File: src/rtl/clock_disp_pkg.sv
// Shared constants, digit-index type and binary-to-BCD helper for the clock display scanner.
package clock_disp_pkg;

  localparam int NUM_DIGITS = 6;
  localparam logic [6:0] SEG_BLANK = 7'b1111111;

  typedef logic [2:0] digit_idx_t;

  // Active-low {g,f,e,d,c,b,a}
  localparam logic [6:0] SEG_0 = 7'b1000000;
  localparam logic [6:0] SEG_1 = 7'b1111001;
  localparam logic [6:0] SEG_2 = 7'b0100100;
  localparam logic [6:0] SEG_3 = 7'b0110000;
  localparam logic [6:0] SEG_4 = 7'b0011001;
  localparam logic [6:0] SEG_5 = 7'b0010010;
  localparam logic [6:0] SEG_6 = 7'b0000010;
  localparam logic [6:0] SEG_7 = 7'b1111000;
  localparam logic [6:0] SEG_8 = 7'b0000000;
  localparam logic [6:0] SEG_9 = 7'b0010000;

  // Returns {tens, ones}; 60..63 are deliberately not clamped and give tens=6.
  function automatic logic [7:0] bin2bcd(input logic [5:0] v);
    return {4'(v / 6'd10), 4'(v % 6'd10)};
  endfunction

endpackage

File: src/rtl/clock_disp_scan_if.sv
// Count inputs and display outputs of the scanner; master is the counter/board side.
interface clock_disp_scan_if;
  logic [5:0] count_sec;
  logic [5:0] count_min;
  logic [5:0] count_hrs;
  logic [5:0] an;
  logic [6:0] seg;
  logic       dp;

  modport master (output count_sec, count_min, count_hrs, input an, seg, dp);
  modport slave  (input count_sec, count_min, count_hrs, output an, seg, dp);
endinterface

File: src/rtl/seg7_decode.sv
// BCD to active-low seven-segment decoder; codes above 9 blank the digit.
module seg7_decode
  import clock_disp_pkg::*;
(
  input  logic [3:0] i_bcd,
  output logic [6:0] o_seg
);

  always_comb begin
    o_seg = SEG_BLANK;
    case (i_bcd)
      4'd0: o_seg = SEG_0;
      4'd1: o_seg = SEG_1;
      4'd2: o_seg = SEG_2;
      4'd3: o_seg = SEG_3;
      4'd4: o_seg = SEG_4;
      4'd5: o_seg = SEG_5;
      4'd6: o_seg = SEG_6;
      4'd7: o_seg = SEG_7;
      4'd8: o_seg = SEG_8;
      4'd9: o_seg = SEG_9;
      default: o_seg = SEG_BLANK;
    endcase
  end

endmodule

File: src/rtl/clock_disp_scan.sv
// Six-digit multiplexed HH MM SS scanner with per-frame snapshot of the counts.
// Optional leading-zero blanking of the hours-tens digit: define CLK_DISP_LZB_EN.
module clock_disp_scan
  import clock_disp_pkg::*;
#(
  parameter int unsigned REFRESH_DIV = 16'd50000,
  parameter int          DIV_W       = 16
) (
  input  logic              clk,
  input  logic              reset,
  clock_disp_scan_if.slave  bus
);

  localparam logic [DIV_W-1:0] TC_VAL   = DIV_W'(REFRESH_DIV - 1);
  localparam digit_idx_t       LAST_IDX = digit_idx_t'(NUM_DIGITS - 1);

  logic [DIV_W-1:0] r_presc;
  digit_idx_t       r_idx;
  logic [5:0]       r_snap_sec, r_snap_min, r_snap_hrs;
  logic [5:0]       r_an;
  logic [6:0]       r_seg;
  logic             r_dp;

  logic             w_tc;
  logic             w_wrap;
  logic [7:0]       w_bcd_sec, w_bcd_min, w_bcd_hrs;
  logic [3:0]       w_code;
  logic [6:0]       w_seg;
  logic [5:0]       w_an;
  logic             w_dp;

  assign w_tc   = (r_presc == TC_VAL);
  // Indices 6/7 are unreachable but are folded back to 0 on the next TC.
  assign w_wrap = w_tc && (r_idx >= LAST_IDX);

  always_ff @(posedge clk or posedge reset) begin
    if (reset) begin
      r_presc    <= '0;
      r_idx      <= '0;
      r_snap_sec <= '0;
      r_snap_min <= '0;
      r_snap_hrs <= '0;
    end else begin
      r_presc <= w_tc ? '0 : r_presc + DIV_W'(1);
      if (w_wrap)    r_idx <= '0;
      else if (w_tc) r_idx <= r_idx + 3'd1;
      // Snapshot only on the 5->0 wrap so one frame never mixes two ticks.
      if (w_tc && r_idx == LAST_IDX) begin
        r_snap_sec <= bus.count_sec;
        r_snap_min <= bus.count_min;
        r_snap_hrs <= bus.count_hrs;
      end
    end
  end

  assign w_bcd_sec = bin2bcd(r_snap_sec);
  assign w_bcd_min = bin2bcd(r_snap_min);
  assign w_bcd_hrs = bin2bcd(r_snap_hrs);

  always_comb begin
    w_code = 4'hF;
    w_an   = 6'b111111;
    case (r_idx)
      3'd0: begin w_code = w_bcd_sec[3:0]; w_an = 6'b111110; end
      3'd1: begin w_code = w_bcd_sec[7:4]; w_an = 6'b111101; end
      3'd2: begin w_code = w_bcd_min[3:0]; w_an = 6'b111011; end
      3'd3: begin w_code = w_bcd_min[7:4]; w_an = 6'b110111; end
      3'd4: begin w_code = w_bcd_hrs[3:0]; w_an = 6'b101111; end
      3'd5: begin w_code = w_bcd_hrs[7:4]; w_an = 6'b011111; end
      default: begin w_code = 4'hF; w_an = 6'b111111; end
    endcase
`ifdef CLK_DISP_LZB_EN
    // Non-BCD code makes the decoder blank the digit; an[5] still strobes.
    if (r_idx == LAST_IDX && w_code == 4'd0) w_code = 4'hF;
`endif
  end

  assign w_dp = !(r_idx == 3'd2 || r_idx == 3'd4);

  seg7_decode u_dec (
    .i_bcd (w_code),
    .o_seg (w_seg)
  );

  always_ff @(posedge clk or posedge reset) begin
    if (reset) begin
      r_an  <= 6'b111111;
      r_seg <= SEG_BLANK;
      r_dp  <= 1'b1;
    end else begin
      r_an  <= w_an;
      r_seg <= w_seg;
      r_dp  <= w_dp;
    end
  end

  assign bus.an  = r_an;
  assign bus.seg = r_seg;
  assign bus.dp  = r_dp;

endmodule

File: src/flat_wrapper.sv
// flat-port wrapper written by rule: the top's interface ports become plain ports
module clock_disp_scan_flat import clock_disp_pkg::*;
#(
  parameter int unsigned REFRESH_DIV = 16'd50000,
  parameter int          DIV_W       = 16
)
  (clk, reset, bus_count_sec, bus_count_min, bus_count_hrs, bus_an, bus_seg, bus_dp);
  clock_disp_scan_if bus_i ();
  input  logic clk;
  input  logic reset;
  input wire logic [$bits(bus_i.count_sec)-1:0] bus_count_sec;
  input wire logic [$bits(bus_i.count_min)-1:0] bus_count_min;
  input wire logic [$bits(bus_i.count_hrs)-1:0] bus_count_hrs;
  output wire logic [$bits(bus_i.an)-1:0] bus_an;
  output wire logic [$bits(bus_i.seg)-1:0] bus_seg;
  output wire logic [$bits(bus_i.dp)-1:0] bus_dp;
  assign bus_i.count_sec = bus_count_sec;
  assign bus_i.count_min = bus_count_min;
  assign bus_i.count_hrs = bus_count_hrs;
  assign bus_an = bus_i.an;
  assign bus_seg = bus_i.seg;
  assign bus_dp = bus_i.dp;
  clock_disp_scan #(.REFRESH_DIV(REFRESH_DIV), .DIV_W(DIV_W)) u_core (.clk(clk), .reset(reset), .bus(bus_i));
endmodule
File: config.mk
export PLATFORM = sky130hd
export DESIGN_NAME = clock_disp_scan_flat
export DESIGN_NICKNAME = d
export VERILOG_FILES = /design/src/rtl/clock_disp_pkg.sv /design/src/rtl/clock_disp_scan_if.sv /design/src/rtl/seg7_decode.sv /design/src/rtl/clock_disp_scan.sv /design/src/flat_wrapper.sv
export SDC_FILE = /design/constraint.sdc
export NUM_CORES = 1
export LEC_CHECK = 0
export CORE_UTILIZATION = 30
export CTS_CLUSTER_SIZE = 24
export DETAILED_ROUTE_END_ITERATION = 8
export PLACE_DENSITY = 0.49
export SYNTH_ARGS = -nofsm -noshare
export SYNTH_HDL_FRONTEND = slang
export SYNTH_SLANG_ARGS = --single-unit
File: constraint.sdc
create_clock -name clk -period 4.75 [get_ports clk]
set_input_delay 0.7125 -clock clk [delete_from_list [all_inputs] [get_ports clk]]
set_output_delay 0.7125 -clock clk [all_outputs]
set_load 0.01 [all_outputs]
==> metrics <==
status completed; skew final roughly 0.0083 ns; R2R Path Start u_core.r_idx[0]$_DFFE_PP0P_; num rows 36; mapped cell area 0.00300 mm2; crit-path cells inv_1 > ha_1 > mux2i_1 > mux2i_4 > inv_2 > ha_1 > nand2_1 > o22a_1 > a211o_1 > o211a_1 > nor2_1 > inv_1 > ha_1 > or3_1 > o32ai_2 > a311oi_4 > and2_1 > a211o_1; Initial Util 0.308; vias in the first global route 2096; warnings from Yosys 0; Crit-path slowest cell dfrtp_1; final number of setup-violating endpoints 0; Tmin final around 4.3 ns; DP Wirelength between 4000 and 5000 um; initial antenna violation count 0; vias per cell between 4 and 5; Slew headroom 0.291; post-synthesis net count 311; final hold vios 0; drt initial violations 49; core area ~0.0097 mm2; Netlist cell types 57; clk slew on worst S/H paths around 0.10 ns; final-layout fill cell count roughly 1000; Clk Latency, worst-skew pair between 0.3 and 0.4 ns; most frequent cell on the critical path ha_1; Final Max Slew Viols 0; Crit. End Element flop; first-pass GRT wire length between 10000 and 15000 um; register share of total power 0.564; antenna cells 0; Num CTS Buffers 5; post-place setup slack approximately 0.55 ns; CTS root buf clkbuf_8; ANT nets after route 0; RSZ-0062 raised after global routing no; Required @ worst endpoint 4.99 ns; hold_sp u_core.r_presc[0]$_DFF_PP0_; fin util 0.367; Sw Ratio 0.220; DR WL/cell between 10 and 15 um; die width a little over 100 um; Vias 2165; total power 0.770 mW; Post-synth EDFFs 0; Peak Freq roughly 0.23 GHz; gr ovfl total 0; sequential share of the synthesized area 0.432; Reg2Reg Setup Slack ~0.49 ns; Pint around 0.6 mW; total wire length around 6300 um; Post-Syn Instances 280; GP Congestion between 0.7 and 0.8; fin worst setup slack ~0.49 ns; Die Y between 100 and 150 um; Detailed Routing Iterations Pass 1 4; proportion of layout cells with a drive suffix above 1 0.198; MaxCap Viol Count 0; crit path from u_core.r_idx[0]$_DFFE_PP0P_; setup repair bufs after CTS 0; CTS tree done; switching power total roughly 0.17 mW; Mean Syn Cell Area roughly 11 um2; Crit Path Class reg -> reg; CP max stage delay between 0.4 and 0.5 ns; Hold Crit Class reg -> reg; critical path peak fanout 10; synthesis-to-layout area growth 19.2%; GRT Total Usage 0.133; largest net degree at the start of global routing 52; clk sink count between 50 and 60; fin nets between 300 and 400; setup TNS 0 ns; post-route clock period utilization 0.896; Synth Flop Type dfrtp_1; crit start category flop; most common cell after layout, fill and taps aside dfrtp_1; post-cts gate resize count 0; most frequent cells in the layout dfrtp_1 (37), clkdlybuf4s50_1 (33), nor2_1 (23); Die ar. about 0.010 mm2; # hold bufs at CTS 0; clock network power share 0.405; crit path DAT around 4.5 ns; FF-to-FF End u_core.bus.seg[3]$_DFF_PP1_; logic gate share of total power 0.031; R2R depth 18; register bit total from synthesis slightly above 50; Leakage around 1.6 nW; Min-Delay Path Depth 1; Hold Path Sink u_core.r_presc[0]$_DFF_PP0_; number of port buffers 33; Async SR Flop Fraction 1.00; Power Dens Cells 216 mW/mm2; Clock Path Buffers 2; Least-Margin Pin Slew approximately 1.1 ns; Max VDD drop 0.105 mV; DRC 0; H-tree depth 2; I/O pins 34
[cell families (layout without fill, tap and decap cells)]
logic type,Yosys count,after routing,share of synthesized area
compound gates,48,48,0.131
xor+xnor,13,13,0.0380
fa+ha+maj,11,11,0.0459
buf+inv,22,55,0.0342
flops,51,51,0.432
mux,39,39,0.147
simple gates,96,96,0.172
[power groups by stage]
stage	sequential, mW	combinational [mW]	clock, mW
2_1_floorplan	0.443	0.00638	0
3_5_place_dp	0.443	0.0246	0
4_1_cts	0.435	0.0247	0.322
6_report	0.435	0.0236	0.312
5_1_grt	0.435	0.0268	0.341
3_3_place_gp	0.443	0.0246	0
[final cells by class]
type | instances | area [um2] | area share
clock buffer | 7 | 108 | 0.0301
inverter | 11 | 41.3 | 0.0116
sequential | 51 | 1290 | 0.362
timing repair buffer | 36 | 353 | 0.0988
multi-input combinational | 207 | 1600 | 0.448
clock inverter | 1 | 8.76 | 0.00245
tap | 133 | 166 | 0.0466
[through the flow]
step                      instances  hold WS, ns  instance area (um2)
after floorplan                 280        0.425                 3000
final                           446        0.475                 3570
after global placement          438        0.448                 3450
after global routing            446        0.500                 3570
after detailed placement        438        0.454                 3450
after CTS                       446        0.475                 3570
[Yosys cell counts, types with 2 or more instances]
master | n | share of area
xor2_1 | 8 | 0.023
clkbuf_1 | 5 | 0.0063
dfstp_2 | 14 | 0.12
nor4b_1 | 2 | 0.0058
nand2_1 | 18 | 0.023
mux2i_4 | 2 | 0.015
or2_2 | 3 | 0.0063
nor2_1 | 23 | 0.029
o22a_1 | 2 | 0.0058
a211o_1 | 3 | 0.0088
nor3_1 | 2 | 0.0033
and2_1 | 5 | 0.010
xnor2_1 | 5 | 0.015
nor2b_1 | 7 | 0.015
ha_1 | 11 | 0.046
a21oi_1 | 6 | 0.010
mux2i_1 | 17 | 0.057
dfrtp_1 | 37 | 0.31
o211ai_1 | 4 | 0.010
inv_1 | 8 | 0.010
mux2_2 | 20 | 0.075
nand3_1 | 13 | 0.022
nand2b_1 | 2 | 0.0042
a31oi_1 | 3 | 0.0063
inv_2 | 3 | 0.0038
a221o_1 | 2 | 0.0067
o21ai_0 | 9 | 0.015
nand4_1 | 2 | 0.0042
buf_4 | 3 | 0.0075
a211oi_1 | 2 | 0.0050
and3_1 | 9 | 0.019
o31ai_1 | 2 | 0.0050
o211a_1 | 3 | 0.010
nand3b_1 | 2 | 0.0050
[worst max path at each step]
stage                                             end  slack (ns)  cells after the start
after global placement    u_core.bus.seg[0]$_DFF_PP1_        0.67                     18
after global routing      u_core.bus.seg[3]$_DFF_PP1_        0.24                     18
after floorplan           u_core.bus.seg[0]$_DFF_PP1_        0.80                     19
after CTS                 u_core.bus.seg[3]$_DFF_PP1_        0.52                     18
after detailed placement  u_core.bus.seg[3]$_DFF_PP1_        0.55                     18
final                     u_core.bus.seg[3]$_DFF_PP1_        0.49                     18
[per-layer routing]
metal	up-vias	routed length [um]	global-route usage
li1	1071	-	-
met1	1055	3150	0.176
met2	37	2940	0.223
met3	2	203	0.0274
met4	0	40	0.0363
met5	-	0	0
[worst max-delay path, delay by kind of cell, from the launching register on]
kind	cells	cell delay, ns
AND/OR/NAND/NOR	4	0.94
adder cells (fa/ha/maj)	3	0.74
buffers and inverters	3	0.33
flip-flops	1	0.42
AO/OA/AOI/OAI	6	1.31
multiplexers	2	0.46
[sequential cells by signal (all words and copies together) (netlist names)]
signal,count
u_core.r_snap_min,6
u_core.r_idx,3
u_core.r_snap_sec,6
u_core.bus.an,6
u_core.bus.seg,7
u_core.bus.dp,1
u_core.r_snap_hrs,6
u_core.r_presc,16
No activity file was read; power rests on OpenSTA's default activity.
